## config.mk

```make
export PLATFORM = sky130hd
export DESIGN_NAME = sw_input_port
export DESIGN_NICKNAME = d
export VERILOG_FILES = /design/src/rtl/sw_input_port_pkg.sv /design/src/rtl/btn_debounce.sv /design/src/rtl/sw_input_port.sv
export SDC_FILE = /design/constraint.sdc
export NUM_CORES = 1
export LEC_CHECK = 0
export ABC_AREA = 0
export CAP_MARGIN = 20
export CORE_MARGIN = 1.5
export CORE_UTILIZATION = 32
export CTS_BUF_LIST = sky130_fd_sc_hd__clkbuf_8
export DETAILED_ROUTE_END_ITERATION = 12
export MAX_ROUTING_LAYER = met4
export PLACE_DENSITY_LB_ADDON = 0.1
export SLEW_MARGIN = 40
export SYNTH_ARGS = -nofsm -noshare
export SYNTH_HDL_FRONTEND = slang
export SYNTH_SLANG_ARGS = --single-unit
export TNS_END_PERCENT = 30
```

## constraint.sdc

```tcl
create_clock -name CLK -period 1.8 [get_ports CLK]
set_input_delay 0.18 -clock CLK [delete_from_list [all_inputs] [get_ports CLK]]
set_output_delay 0.18 -clock CLK [all_outputs]
set_load 0.02 [all_outputs]
```

## src/rtl/sw_input_port_pkg.sv

```systemverilog
// Shared CPU constants: I/O port map plus the button debouncer state encoding
// and default stability window.
package sw_input_port_pkg;

    localparam logic [7:0] IO_PORT_SW   = 8'h00;
    localparam logic [7:0] IO_PORT_LED  = 8'h01;

    localparam int DEB_CYCLES_DEFAULT = 20;

    typedef enum logic [1:0] {
        DEB_LO     = 2'd0,
        DEB_CHK_HI = 2'd1,
        DEB_HI     = 2'd2,
        DEB_CHK_LO = 2'd3
    } deb_state_e;

    function automatic int deb_cnt_width(input int cycles);
        return ($clog2(cycles) < 1) ? 1 : $clog2(cycles);
    endfunction

endpackage

```

## src/rtl/btn_debounce.sv

```systemverilog
// Button synchronizer and debounce FSM; commit is a one-cycle pulse on the
// cycle the FSM accepts a low-to-high level change.
module btn_debounce
    import sw_input_port_pkg::*;
#(
    parameter int DEB_CYCLES = DEB_CYCLES_DEFAULT
) (
    input  logic clk,
    input  logic rst_n,
    input  logic btn,
    output logic btn_s,
    output logic commit
);

    localparam int CW = deb_cnt_width(DEB_CYCLES);
    localparam logic [CW-1:0] CNT_LAST = CW'(DEB_CYCLES - 1);

    logic [1:0]    sync_q;
    deb_state_e    state_q, state_d;
    logic [CW-1:0] cnt_q, cnt_d;

    assign btn_s = sync_q[1];

    // Commit fires combinationally from registered state so Valid can be
    // registered on the very edge that enters HI.
    assign commit = (state_q == DEB_CHK_HI) && btn_s && (cnt_q == CNT_LAST);

    always_comb begin
        state_d = state_q;
        cnt_d   = cnt_q;
        case (state_q)
            DEB_LO: begin
                if (btn_s) begin
                    state_d = DEB_CHK_HI;
                    cnt_d   = '0;
                end
            end
            DEB_CHK_HI: begin
                if (!btn_s) begin
                    state_d = DEB_LO;
                end else if (cnt_q == CNT_LAST) begin
                    state_d = DEB_HI;
                end else begin
                    cnt_d = cnt_q + 1'b1;
                end
            end
            DEB_HI: begin
                if (!btn_s) begin
                    state_d = DEB_CHK_LO;
                    cnt_d   = '0;
                end
            end
            DEB_CHK_LO: begin
                if (btn_s) begin
                    state_d = DEB_HI;
                end else if (cnt_q == CNT_LAST) begin
                    state_d = DEB_LO;
                end else begin
                    cnt_d = cnt_q + 1'b1;
                end
            end
            default: begin
                state_d = DEB_LO;
                cnt_d   = '0;
            end
        endcase
    end

    always_ff @(posedge clk or negedge rst_n) begin
        if (!rst_n) begin
            sync_q  <= 2'b00;
            state_q <= DEB_LO;
            cnt_q   <= '0;
        end else begin
            sync_q  <= {sync_q[0], btn};
            state_q <= state_d;
            cnt_q   <= cnt_d;
        end
    end

endmodule

```

## src/rtl/sw_input_port.sv

```systemverilog
// Switch input port: a debounced button press captures the switches into a
// one-deep holding register read by the CPU; dropped presses set sticky Ovf.
module sw_input_port
    import sw_input_port_pkg::*;
#(
    parameter int DEB_CYCLES = DEB_CYCLES_DEFAULT
) (
    input  logic       CLK,
    input  logic       RST,
    input  logic [7:0] Sw,
    input  logic       Btn,
    input  logic       Rd,
    output logic [7:0] Data_out,
    output logic       Valid,
    output logic       Ovf
);

    logic [7:0] sw_meta_q, sw_s_q;
    logic [7:0] data_q, data_d;
    logic       valid_q, valid_d;
    logic       ovf_q, ovf_d;
    logic       btn_s;
    logic       commit;

    btn_debounce #(
        .DEB_CYCLES (DEB_CYCLES)
    ) u_debounce (
        .clk    (CLK),
        .rst_n  (RST),
        .btn    (Btn),
        .btn_s  (btn_s),
        .commit (commit)
    );

    // A read coinciding with a commit hands the CPU the fresh value instead
    // of counting the press as dropped.
    always_comb begin
        data_d  = data_q;
        valid_d = valid_q;
        ovf_d   = ovf_q;
        if (commit) begin
            if (!valid_q || Rd) begin
                data_d  = sw_s_q;
                valid_d = 1'b1;
            end else begin
                ovf_d = 1'b1;
            end
        end else if (Rd && valid_q) begin
            valid_d = 1'b0;
            ovf_d   = 1'b0;
        end
    end

    always_ff @(posedge CLK or negedge RST) begin
        if (!RST) begin
            sw_meta_q <= 8'h00;
            sw_s_q    <= 8'h00;
            data_q    <= 8'h00;
            valid_q   <= 1'b0;
            ovf_q     <= 1'b0;
        end else begin
            sw_meta_q <= Sw;
            sw_s_q    <= sw_meta_q;
            data_q    <= data_d;
            valid_q   <= valid_d;
            ovf_q     <= ovf_d;
        end
    end

    assign Data_out = data_q;
    assign Valid    = valid_q;
    assign Ovf      = ovf_q;

    logic unused_btn_s;
    assign unused_btn_s = btn_s;

endmodule

```

==> impl_metrics.ini <==
[status]
status = finished clean

[timing]
slew_headroom_pct = 71.9
period_share_pct = 92.3
fin_crit_ps = 1660
setup_tns_ps = 0
skew_ps = 3.13
slew_violations = 0
tightest_slew_ps = 422
rsz0062_at_grt = false
max_freq_ghz = 0.602
setup_viol = 0
hold_viol = 0

[worst_setup_path]
start_kind = flip-flop
reg2reg_to = Data_out[1]
critPathMaxStageDelay_ps = 400
crit_fanout = 8
cp_data_arrival_time_ps = 1820
r2r_start = u_debounce.cnt_q[0]
end_kind = flip-flop
criticalPathCategory = flip-flop to flip-flop
rrSetupSlack_ps = 140
rr_worst_depth = 5
crit_required_ps = 1960
worstPathCellList = ha_1 > nand4bb_4 > nor3_4 > buf_4 > mux2_2
startpoint = u_debounce.cnt_q[0]
cp_slowest_cell = dfrtp_1

[yosys]
ys_seq_elements = 35
synth.distinct_cells = 24
synth_edf_count = 0
netlist_instances = 83
ys_seq_area_share_pct = 70.2
syn_nets = 96
yosys_warnings = 0
avgSynthCellArea_sq_um = 15.0
synth_top_flop_cell = dfrtp_1
synth_area_sq_um = 1250
async_flop_share_pct = 100

[global_routing]
grt_pass1_vias = 764
overflow = 0
antenna_found_initial = 0
grt_pass1_wl_mm = 3.57
grt_max_degree = 36
grt_usage_pct = 11.7

[layout]
multi_input_area_sq_um = 368
n_fill_cell = 376
syn_to_final_growth_pct = 30.6
n_antenna_cell = 0
finalNetCount = 127
ff_latch_area_sq_um = 876
drive_gt1_share_pct = 21.7

[power]
power_mw = 1.49
power.leakage_nw = 0.714
powerDensity_nw_per_um2 = 913
vdd_drop_max_mv = 0.510

[drt]
drc = 0
vias = 729
drt-wirelength-per-cell_um = 12.2
first_pass_iters = 3
drt-total-wl_mm = 1.99
routed_via_density = 4.47
ant_nets = 0
drtIter0Drc = 42

[floorplanning]
fp.dieW_um = 65.4
die-area_sq_um = 4280
core-area_sq_um = 3690
io_pins = 22
die_y_um = 65.4
start_util_pct = 33.8
placementRows = 22

[clock_network]
clk-insertion-delay-late_ps = 280
clkTransAtPathRegs_ps = 70
ctsHoldBuffers = 0
ctsResizeCount = 0
cts_setup_buffers = 0
cts_max_path_buffers = 2
cts.root.buffer_cell = clkbuf_8
cts_buffers = 5
clock-sinks = 35
cts_tree = built
ctsHtreeMaxLevel = 2

[placement]
portBuffers = 21
place_congestion = 0.727

[worst_hold_path]
hold_path_class = primary input to async pin

[flow_run]
max-cap-violations = 0
layout make-up:
type                       count  share of cell area, %
sequential                    35                   53.8
multi-input combinational     47                   22.6
timing repair buffer          25                   14.7
clock buffer                   5                   4.22
tap                           48                   3.69
clock inverter                 3                  0.998
where the power goes:
part	leakage (nW)	switching, mW	internal, mW
logic	0.227	0.0400	0.0612
registers	0.442	0.0320	0.826
clock network	0.0453	0.264	0.264
total	0.714	0.336	1.15
worst max-delay path, delay by kind of cell (launching register included):
kind	cells	cell delay [ps]
buffers and inverters	1	190
flip-flops	1	400
adder cells (fa/ha/maj)	1	280
multiplexers	1	340
AND/OR/NAND/NOR	2	340
cells in the mapped netlist, types with 2 or more instances:
| master | count | share of area [%] |
|---|---|---|
| a21oi_1 | 2 | 0.80 |
| mux2_2 | 9 | 8.1 |
| dfrtp_1 | 35 | 70 |
| nor2_1 | 2 | 0.60 |
| nand4b_1 | 2 | 1.4 |
| nand3_1 | 7 | 2.8 |
| nand2_1 | 9 | 2.7 |
worst max-delay path by stage:
stage / to / cells past startpoint
after floorplan: Data_out[0] / 4
after global placement: Data_out[4] / 5
after detailed placement: Data_out[4] / 5
after CTS: Data_out[1] / 5
after global routing: Data_out[7] / 5
final: Data_out[1] / 5
routing by layer:
layer / global-route usage [%] / vias up / routed length, um
li1: - / 354 / -
met1: 13.5 / 356 / 898
met2: 17.5 / 14 / 960
met3: 4.28 / 5 / 84
met4: 7.03 / 0 / 45
met5: - / - / 0
cells in the final DEF (no fill, tap or decap), types with 2 or more instances in the layout:
cell type,n
dfrtp_1,35
clkdlybuf4s50_1,21
mux2_2,9
nand2_1,9
nand3_1,7
clkbuf_8,5
buf_4,4
nor2_1,2
a21oi_1,2
nand4b_1,2
flip-flops by register name, summed over array words and instances, names as in the netlist, named ones only:
| name | count |
|---|---|
| Data_out | 8 |
| Ovf | 1 |
| Valid | 1 |
| sw_meta_q | 8 |
| sw_s_q | 8 |
| u_debounce.cnt_q | 5 |
| u_debounce.state_q | 1 |
| u_debounce.sync_q | 2 |
per-stage QoR:
step	util (%)	hold slack (ps)	setup WS, ps	cells	area (sq um)
finish	44.2	299	138	163	1630
global route	44.2	330	33.5	163	1630
CTS	44.2	314	119	163	1630
detailed placement	41.9	335	129	155	1540
global placement	41.9	332	177	155	1540
floorplan	-	-116	225	83	1250
logic make-up after synthesis:
| family | after synthesis | synth area share (%) |
|---|---|---|
| xor+xnor | 2 | 1.40 |
| compound gates | 4 | 2.31 |
| flops | 35 | 70.2 |
| fa+ha+maj | 1 | 1.00 |
| mux | 9 | 8.12 |
| buf+inv | 1 | 0.301 |
| simple gates | 31 | 16.7 |
Power figures use the tool's default switching activity.
